### src/rtl/hilo_div_seq_if.sv
// hilo_div_seq_if: request, divider and HI/LO bus for hilo_div_seq.
// slave is the divider-sequencer view, master the requester view.
interface hilo_div_seq_if;
  logic        start;
  logic        signed_op;
  logic [31:0] a_in;
  logic [31:0] b_in;
  logic        div_ok;
  logic [31:0] div_hi;
  logic [31:0] div_lo;
  logic        div_control;
  logic [31:0] div_a;
  logic [31:0] div_b;
  logic        hilo_we;
  logic [31:0] hi_wdata;
  logic [31:0] lo_wdata;
  logic [31:0] hi;
  logic [31:0] lo;
  logic        busy;
  logic        done;
  logic        div_zero;

  modport slave (
    input  start, signed_op, a_in, b_in,
    input  div_ok, div_hi, div_lo,
    input  hilo_we, hi_wdata, lo_wdata,
    output div_control, div_a, div_b,
    output hi, lo, busy, done, div_zero
  );

  modport master (
    output start, signed_op, a_in, b_in,
    output div_ok, div_hi, div_lo,
    output hilo_we, hi_wdata, lo_wdata,
    input  div_control, div_a, div_b,
    input  hi, lo, busy, done, div_zero
  );
endinterface

### src/rtl/hilo_div_seq.sv
// hilo_div_seq: sequences an external 32-cycle divider into HI/LO.
// Define HILO_DIV_SIGNED_EN to honour signed_op (DIV); default is DIVU only.
module hilo_div_seq (
  input logic           clk,
  input logic           reset,
  hilo_div_seq_if.slave bus
);

  typedef enum logic [1:0] {
    IDLE    = 2'd0,
    RUN     = 2'd1,
    CAPTURE = 2'd2
  } state_t;

  state_t      state;
  state_t      state_nx;
  logic [5:0]  cnt;
  logic        go;
  logic        zero;
  logic        fin;
  logic [31:0] mag_a;
  logic [31:0] mag_b;
  logic [31:0] q_fix;
  logic [31:0] r_fix;
  logic [31:0] div_a_q;
  logic [31:0] div_b_q;
  logic [31:0] hi_q;
  logic [31:0] lo_q;
  logic        ctl_q;
  logic        busy_q;
  logic        done_q;
  logic        dz_q;

`ifdef HILO_DIV_SIGNED_EN
  logic neg_q;
  logic neg_r;
  logic sa;
  logic sb;

  // Operand magnitudes in, sign-corrected quotient/remainder out
  always_comb begin
    sa    = bus.signed_op & bus.a_in[31];
    sb    = bus.signed_op & bus.b_in[31];
    mag_a = sa ? (32'd0 - bus.a_in) : bus.a_in;
    mag_b = sb ? (32'd0 - bus.b_in) : bus.b_in;
    q_fix = neg_q ? (32'd0 - bus.div_hi) : bus.div_hi;
    r_fix = neg_r ? (32'd0 - bus.div_lo) : bus.div_lo;
  end

  // Remember result signs for the duration of the division
  always_ff @(posedge clk or negedge reset) begin
    if (!reset) begin
      neg_q <= 1'b0;
      neg_r <= 1'b0;
    end else if (go) begin
      neg_q <= sa ^ sb;
      neg_r <= sa;
    end
  end
`else
  // Unsigned only: operands and results pass straight through
  always_comb begin
    mag_a = bus.a_in;
    mag_b = bus.b_in;
    q_fix = bus.div_hi;
    r_fix = bus.div_lo;
  end
`endif

  // State register
  always_ff @(posedge clk or negedge reset) begin
    if (!reset) state <= IDLE;
    else        state <= state_nx;
  end

  // Next state and one-cycle control strobes
  always_comb begin
    state_nx = state;
    go       = 1'b0;
    zero     = 1'b0;
    fin      = 1'b0;
    unique case (state)
      IDLE: begin
        if (bus.start) begin
          if (bus.b_in != 32'd0) begin
            go       = 1'b1;
            state_nx = RUN;
          end else begin
            zero = 1'b1;
          end
        end
      end
      RUN: begin
        if (cnt == 6'd32) state_nx = CAPTURE;
      end
      CAPTURE: begin
        if (bus.div_ok) begin
          fin      = 1'b1;
          state_nx = IDLE;
        end
      end
      default: state_nx = IDLE;
    endcase
  end

  // Operand, counter, status and HI/LO registers
  always_ff @(posedge clk or negedge reset) begin
    if (!reset) begin
      div_a_q <= 32'd0;
      div_b_q <= 32'd0;
      hi_q    <= 32'd0;
      lo_q    <= 32'd0;
      cnt     <= 6'd0;
      ctl_q   <= 1'b0;
      busy_q  <= 1'b0;
      done_q  <= 1'b0;
      dz_q    <= 1'b0;
    end else begin
      done_q <= fin;
      dz_q   <= zero;
      if (go) begin
        div_a_q <= mag_a;
        div_b_q <= mag_b;
        cnt     <= 6'd0;
        ctl_q   <= 1'b1;
        busy_q  <= 1'b1;
      end
      if (state == RUN) begin
        cnt <= cnt + 6'd1;
        if (cnt == 6'd32) ctl_q <= 1'b0;
      end
      if (fin) begin
        hi_q   <= r_fix;
        lo_q   <= q_fix;
        busy_q <= 1'b0;
      end else if (bus.hilo_we && state != CAPTURE) begin
        hi_q <= bus.hi_wdata;
        lo_q <= bus.lo_wdata;
      end
    end
  end

  assign bus.div_a       = div_a_q;
  assign bus.div_b       = div_b_q;
  assign bus.div_control = ctl_q;
  assign bus.hi          = hi_q;
  assign bus.lo          = lo_q;
  assign bus.busy        = busy_q;
  assign bus.done        = done_q;
  assign bus.div_zero    = dz_q;

endmodule

### src/flat_wrapper.sv
// flat-port wrapper written by rule: the top's interface ports become plain ports
module hilo_div_seq_flat 
  (clk, reset, bus_start, bus_signed_op, bus_a_in, bus_b_in, bus_div_ok, bus_div_hi, bus_div_lo, bus_hilo_we, bus_hi_wdata, bus_lo_wdata, bus_div_control, bus_div_a, bus_div_b, bus_hi, bus_lo, bus_busy, bus_done, bus_div_zero);
  hilo_div_seq_if bus_i ();
  input logic clk;
  input logic reset;
  input wire logic [$bits(bus_i.start)-1:0] bus_start;
  input wire logic [$bits(bus_i.signed_op)-1:0] bus_signed_op;
  input wire logic [$bits(bus_i.a_in)-1:0] bus_a_in;
  input wire logic [$bits(bus_i.b_in)-1:0] bus_b_in;
  input wire logic [$bits(bus_i.div_ok)-1:0] bus_div_ok;
  input wire logic [$bits(bus_i.div_hi)-1:0] bus_div_hi;
  input wire logic [$bits(bus_i.div_lo)-1:0] bus_div_lo;
  input wire logic [$bits(bus_i.hilo_we)-1:0] bus_hilo_we;
  input wire logic [$bits(bus_i.hi_wdata)-1:0] bus_hi_wdata;
  input wire logic [$bits(bus_i.lo_wdata)-1:0] bus_lo_wdata;
  output wire logic [$bits(bus_i.div_control)-1:0] bus_div_control;
  output wire logic [$bits(bus_i.div_a)-1:0] bus_div_a;
  output wire logic [$bits(bus_i.div_b)-1:0] bus_div_b;
  output wire logic [$bits(bus_i.hi)-1:0] bus_hi;
  output wire logic [$bits(bus_i.lo)-1:0] bus_lo;
  output wire logic [$bits(bus_i.busy)-1:0] bus_busy;
  output wire logic [$bits(bus_i.done)-1:0] bus_done;
  output wire logic [$bits(bus_i.div_zero)-1:0] bus_div_zero;
  assign bus_i.start = bus_start;
  assign bus_i.signed_op = bus_signed_op;
  assign bus_i.a_in = bus_a_in;
  assign bus_i.b_in = bus_b_in;
  assign bus_i.div_ok = bus_div_ok;
  assign bus_i.div_hi = bus_div_hi;
  assign bus_i.div_lo = bus_div_lo;
  assign bus_i.hilo_we = bus_hilo_we;
  assign bus_i.hi_wdata = bus_hi_wdata;
  assign bus_i.lo_wdata = bus_lo_wdata;
  assign bus_div_control = bus_i.div_control;
  assign bus_div_a = bus_i.div_a;
  assign bus_div_b = bus_i.div_b;
  assign bus_hi = bus_i.hi;
  assign bus_lo = bus_i.lo;
  assign bus_busy = bus_i.busy;
  assign bus_done = bus_i.done;
  assign bus_div_zero = bus_i.div_zero;
  hilo_div_seq u_core (.clk(clk), .reset(reset), .bus(bus_i));
endmodule
### config.mk
export PLATFORM = sky130hd
export DESIGN_NAME = hilo_div_seq_flat
export DESIGN_NICKNAME = d
export VERILOG_FILES = /design/src/rtl/hilo_div_seq_if.sv /design/src/rtl/hilo_div_seq.sv /design/src/flat_wrapper.sv
export SDC_FILE = /design/constraint.sdc
export NUM_CORES = 1
export LEC_CHECK = 0
export ABC_AREA = 1
export BUFFER_PORTS_ARGS = -buffer_cell sky130_fd_sc_hd__buf_2
export CORE_AREA = 2 2 128 130
export DETAILED_ROUTE_END_ITERATION = 8
export DIE_AREA = 0 0 130 132
export GPL_TIMING_DRIVEN = 1
export PLACE_DENSITY = 0.82
export SLEW_MARGIN = 20
export SYNTH_ARGS = -nofsm -noshare
export SYNTH_HDL_FRONTEND = slang
export SYNTH_SLANG_ARGS = --single-unit
### constraint.sdc
create_clock -name clk -period 1.6 [get_ports clk]
set_input_delay 0.4 -clock clk [delete_from_list [all_inputs] [get_ports clk]]
set_output_delay 0.4 -clock clk [all_outputs]
set_load 0.005 [all_outputs]
==> metrics, run 1 <==
status=finished clean; mean instance size in the synthesized netlist=8.765 um^2; Synth area leaders=dfrtp_1, o21ai_0, nand3_1, o21ai_2, nand2_1; Worst-path clk slew=roughly 60 ps; maximum vdd ir drop=0.0006997 V; initial standard-cell utilization of the core=about 40%; leakage=4.940 nW; library cell contributing the largest single delay on the critical path=dfrtp_1; arrival time at the worst endpoint=1810 ps; placed cells=1266; leading area contributor after synthesis=dfrtp_1; warning count from the yosys run=0; residual DRC count=0; average wire length per cell after detail routing=14.85 um; Crit path buffers/inverters=2; Initial DRT Pass Iterations=7; Final Hold Fails=0; Setup crit end kind=flip-flop; number of violations reported at the end of detailed-routing iteration 0=370; Maximum Capacitance Violations=0; RSZ-0062 raised after global routing=no; post-synthesis cell type count=21; total clock buffers created by CTS=17; total number of nets in the final design=1270; sequential element share of the synthesized area=55.13%; final setup skew=7.358 ps; cell chain of the critical path=or2_0 > nor2_2 > o21ai_4 > buf_12 > buf_12 > nand2_1 > o21ai_2; total global-route track usage=22.52%; layout overhead on the synthesized area=43.91%; Vias=around 6200; fraction of synthesized cell area taken by the top area cell type=55.13%; leading cell types by count after synthesis=dfrtp_1, o21ai_0, nand2_1, nor2_1, inv_1; Cell Count, Final, Fillers Out=1299; TritonCTS clock tree=done; peak per-stage delay on the critical path=380 ps; cell type group with the largest total delay on the critical path=simple AND/OR/NAND/NOR gates; routability-driven placement congestion ratio=0.8258; H-tree depth=4; FF+latch count, synth=140; Synthesized Nets=925; number of buffers on the longest clock path=2; number of global-route vias before repair=6104; Final Core Density=58.20%; worst setup path category=reg2reg; post-layout min period=1508 ps; vertical die dimension=132 um; number of placed I/O pins=330; hpwl dp=14.09 mm; most frequently used cell type in the post-synthesis netlist=dfrtp_1; Synth Instances=725; critical path's most frequent cell=buf_12; number of standard-cell rows in the floorplan=46; die area=between 15000 and 20000 um^2; Setup crit start kind=flip-flop; clock tree root driver cell=clkbuf_16; worst skew pair latency=~420 ps; Routed WL=19.29 mm; fmax=663.0 MHz; # clock sinks=140; Max Slew Vio Count=0; number of enable flip-flop cells after synthesis=0; worst-path maximum fanout=18; pwr/cell area=about 1400 nW/um^2; DIE WIDTH=around 130 um; Synth async-reset ratio=between 90% and 100%; number of port buffers=328; global-route wire length before repair=30.30 mm; Core Footprint=about 16000 um^2; period utilization=about 94%; remaining antenna violation count after routing=0; relative slew slack=73.39%; measured slew at the worst slew-check pin=~400 ps; most used flip-flop cell after synthesis=dfrtp_1; GRT overflow=0; Antenna diodes=0; proportion of layout cells with a drive suffix above 1=41.83%; area of the mapped netlist=6355 um^2; routed vias/inst=about 4.8; total of endpoints with negative setup slack in the final report=0; maximum number of pins on one net before global-route repair=65; path type of the worst min-delay path=in2reg; post-CTS setup repair buffer count=0; CP required=~1900 ps; number of antenna violations at the first check in global routing=0
## cells by family (layout without fill, tap and decap cells)
| family | after synthesis | in the layout | share of synthesized area, % |
|---|---|---|---|
| flip-flops | 140 | 140 | 55.13 |
| AND/OR/NAND/NOR | 258 | 258 | 16.93 |
| buffers and inverters | 124 | 482 | 9.274 |
| adder cells (fa/ha/maj) | 2 | 2 | 0.3937 |
| AO/OA/AOI/OAI | 201 | 201 | 18.27 |
## worst register-to-register path: stages, from the launching register on
cell     delay, ps
dfrtp_1        380
or2_0          300
nor2_2         160
o21ai_4        100
buf_12         160
buf_12         160
nand2_1         90
o21ai_2         60
## routing by layer
metal	wire (um)	vias up	track usage, %
li1	-	3070	-
met1	7960	2878	27.25
met2	9582	256	38.37
met3	1365	35	6.412
met4	384	0	7.527
met5	0	-	0
## cell type report
| type | count | area (um^2) |
|---|---|---|
| multi-input combinational | 461 | 2282 |
| fill | 1381 | 6568 |
| clock inverter | 15 | 187.7 |
| tap | 216 | 270.3 |
| timing repair buffer | 376 | 2198 |
| sequential | 140 | 3503 |
| inverter | 74 | 277.8 |
| clock buffer | 17 | 425.4 |
## state kept, by name, summed over array words and instances, names as in the netlist
register	count
u_core.cnt	6
u_core.bus.busy	1
u_core.bus.div_a	32
u_core.bus.div_zero	1
u_core.bus.done	1
u_core.state	2
u_core.bus.lo	32
u_core.bus.div_b	32
u_core.bus.div_control	1
u_core.bus.hi	32
## report_power, final
| group | internal [mW] | total (mW) | leakage [nW] | switching (mW) |
|---|---|---|---|---|
| sequential | 4.60 | 5.19 | 1.72 | 0.591 |
| clock | 2.48 | 4.11 | 0.297 | 1.63 |
| combinational | 1.83 | 3.84 | 2.93 | 2.00 |
## placed cells by master, fill, tap and decap left out
cell type / n
a21oi_1: 4
buf_12: 15
buf_2: 327
buf_4: 32
buf_6: 1
bufinv_16: 3
clkbuf_16: 17
clkinv_2: 2
clkinv_4: 3
clkinvlp_4: 2
dfrtp_1: 140
dlygate4sd3_1: 1
ha_1: 2
inv_1: 73
inv_2: 1
inv_6: 4
inv_8: 1
nand2_1: 89
nand2_2: 2
nand3_1: 73
nand3_4: 1
nand4_1: 1
nor2_1: 89
nor2_2: 1
nor4_1: 1
o21ai_0: 138
o21ai_1: 17
o21ai_2: 40
o21ai_4: 1
o22ai_1: 1
or2_0: 1
## per-stage QoR
stage	worst slack, ps	cell area, um^2	hold WS, ps	TNS, ps	power, mW
6_report	91.72	9145	206.3	0	13.14
5_1_grt	12.65	9145	199.8	0	13.97
4_1_cts	47.69	9143	190.3	0	13.26
3_5_place_dp	-156.6	8519	341.0	-7599	9.086
3_3_place_gp	-119.2	8519	342.7	-5781	8.872
2_1_floorplan	219.9	6355	104.4	0	7.239
## worst paths after layout
kind                                             startpoint                                to  slack [ps]  depth (start not counted)
min in group asynchronous                             reset  u_core.bus.div_a[19]$_DFFE_PN0P_         450                          2
max in group asynchronous                             reset         u_core.cnt[5]$_DFFE_PN0P_         610                          3
setup reg to reg                u_core.state[0]$_DFFE_PN0P_   u_core.bus.div_b[3]$_DFFE_PN0P_          90                          7
hold / removal                                 bus_a_in[31]  u_core.bus.div_a[31]$_DFFE_PN0P_         210                          3
hold reg to reg            u_core.bus.div_a[23]$_DFFE_PN0P_  u_core.bus.div_a[23]$_DFFE_PN0P_         480                          2
setup / recovery                u_core.state[0]$_DFFE_PN0P_   u_core.bus.div_b[3]$_DFFE_PN0P_          90                          7
## repair_timing
action / 4_1_cts / 5_1_grt
hold endpoints to repair: 33 / 0
gates resized for setup: 0 / 1
hold buffers: 1 / 0
setup endpoints to repair: 0 / 4
(Power assumes the default switching activity.)
==> run 2, diff against run 1 <==
--- a/config.mk
+++ b/config.mk
@@ -8,10 +8,11 @@
 export ABC_AREA = 1
 export BUFFER_PORTS_ARGS = -buffer_cell sky130_fd_sc_hd__buf_2
 export CORE_AREA = 2 2 128 130
+export CTS_CLUSTER_SIZE = 16
 export DETAILED_ROUTE_END_ITERATION = 8
 export DIE_AREA = 0 0 130 132
 export GPL_TIMING_DRIVEN = 1
-export PLACE_DENSITY = 0.82
+export PLACE_DENSITY = 0.75
 export SLEW_MARGIN = 20
 export SYNTH_ARGS = -nofsm -noshare
 export SYNTH_HDL_FRONTEND = slang
==> run 2 against run 1 <==
Against the previous run: sequential power about the same; global-route usage down 1.0 points; clock skew down 2.7 ps; sequential share of layout area up 0.47 points; cell count down 1.0%; flip-flop and latch count unchanged; wire length down 6.5%; critical endpoint is now u_core.bus.div_a[20]$_DFFE_PN0P_.
==> metrics, run 2 (synthesis results as in run 1) <==
status=finished clean; TritonCTS clock tree=done; worst setup path startpoint=u_core.state[0]$_DFFE_PN0P_; Setup crit end kind=flip-flop; leakage=4.873 nW; hpwl dp=12.97 mm; Cell Count, Final, Fillers Out=1286; layout overhead on the synthesized area=42.17%; worst-path maximum fanout=25; Tot Pwr=13.10 mW; final setup skew=between 4 and 5 ps; commonest non-fill, non-tap cells in the layout=buf_2, dfrtp_1, o21ai_0; number of violations reported at the end of detailed-routing iteration 0=377; area occupied by multi-input gates=2282 um^2; placed cells=1253; Final Core Density=between 50 and 60%; residual DRC count=0; number of placed I/O pins=330; R2R Path Start=u_core.state[0]$_DFFE_PN0P_; Maximum Capacitance Violations=0; DIE WIDTH=130 um; Routed WL=18.04 mm; worst setup path category=reg2reg; path type of the worst min-delay path=in2reg; FILL cells=~1400; Reg2Reg Depth=7; measured slew at the worst slew-check pin=393.0 ps; Vias=6100; GRT overflow=0; total number of nets in the final design=1257; post-layout min period=1509 ps; Crit Reg-Reg Endpoint=u_core.bus.div_a[20]$_DFFE_PN0P_; vertical die dimension=between 100 and 150 um; number of standard-cell rows in the floorplan=46; routed vias/inst=4.743; critical path endpoint=u_core.bus.div_a[20]$_DFFE_PN0P_; pwr/cell area=1450 nW/um^2; Core Footprint=15710 um^2; maximum number of pins on one net before global-route repair=76; period utilization=roughly 94%; fmax=662.5 MHz; relative slew slack=73.80%; Setup crit start kind=flip-flop; initial standard-cell utilization of the core=40.44%; flip-flop and latch area=around 3500 um^2; global-route wire length before repair=around 29 mm; Final Hold Fails=0; post-CTS setup repair buffer count=0; die area=17160 um^2; Worst-path clk slew=60 ps; number of global-route vias before repair=5983; Total Negative Setup Slacks=0 ps; proportion of layout cells with a drive suffix above 1=40.97%; number of buffers on the longest clock path=2; CP required=1900 ps; remaining antenna violation count after routing=0; total of endpoints with negative setup slack in the final report=0; number of antenna violations at the first check in global routing=1; number of port buffers=328; Initial DRT Pass Iterations=5; # clock sinks=140; maximum vdd ir drop=0.0006960 V; arrival time at the worst endpoint=1810 ps; RSZ-0062 raised after global routing=no; total clock buffers created by CTS=17; total global-route track usage=21.52%; Hold Slack=215.1 ps; average wire length per cell after detail routing=between 10 and 15 um; Max Slew Vio Count=0; most common library cell in the layout ignoring fill and taps=buf_2; worst skew pair latency=410 ps; H-tree depth=4; worst-case register-to-register setup slack=90 ps; clock tree root driver cell=clkbuf_16; routability-driven placement congestion ratio=0.8375
run 2: worst max-delay path, stage by stage, from the launching register on:
cell and delay [ps]:
dfrtp_1 380, or2_0 290, nor2_2 170, o21ai_4 100
buf_12 160, buf_12 160, nand2_1 80, o21ai_2 50
run 2: power breakdown:
group / internal [mW] / total [mW] / leakage, nW / switching, mW
registers: 4.60 / 5.16 / 1.72 / 0.563
clock network: 2.61 / 4.16 / 0.300 / 1.55
logic: 1.81 / 3.78 / 2.86 / 1.96
run 2: area by class of cell:
class,count,area share (%)
Tap cell,216,2.991
Clock inverter,14,2.147
Multi-Input combinational cell,461,25.26
Sequential cell,140,38.78
Antenna cell,1,0.02770
Timing Repair Buffer,363,23.02
Inverter,74,3.074
Clock buffer,17,4.708
run 2: metrics by stage:
stage / worst slack [ps] / cell area [um^2]
final: 90.67 / 9035
after global placement: -163.4 / 8397
after detailed placement: -170.9 / 8397
after floorplan: 219.9 / 6355
after global routing: 31.38 / 9035
after CTS: 46.65 / 9026
run 2: what timing repair did:
action	4_1_cts	5_1_grt
setup endpoints to repair	0	46
gates resized for setup	0	3
hold endpoints to repair	27	0
hold buffers	1	0
run 2: how the worst min path moves through the flow:
stage,startpoint,to,cells after the start
6_report,bus_a_in[1],u_core.bus.div_a[1]$_DFFE_PN0P_,3
2_1_floorplan,reset,u_core.bus.busy$_DFFE_PN0P_,0
3_3_place_gp,reset,u_core.bus.div_a[11]$_DFFE_PN0P_,1
3_5_place_dp,reset,u_core.bus.div_a[11]$_DFFE_PN0P_,1
5_1_grt,bus_a_in[1],u_core.bus.div_a[1]$_DFFE_PN0P_,3
4_1_cts,bus_a_in[3],u_core.bus.div_a[3]$_DFFE_PN0P_,3
run 2: routing by layer:
layer | vias to the layer above | global-route usage (%) | wire length [um]
met1 | 2801 | 26.09 | 7349
met5 | - | 0 | 0
met4 | 0 | 7.826 | 390
met3 | 26 | 6.291 | 1277
met2 | 245 | 36.15 | 9017
li1 | 3028 | - | -
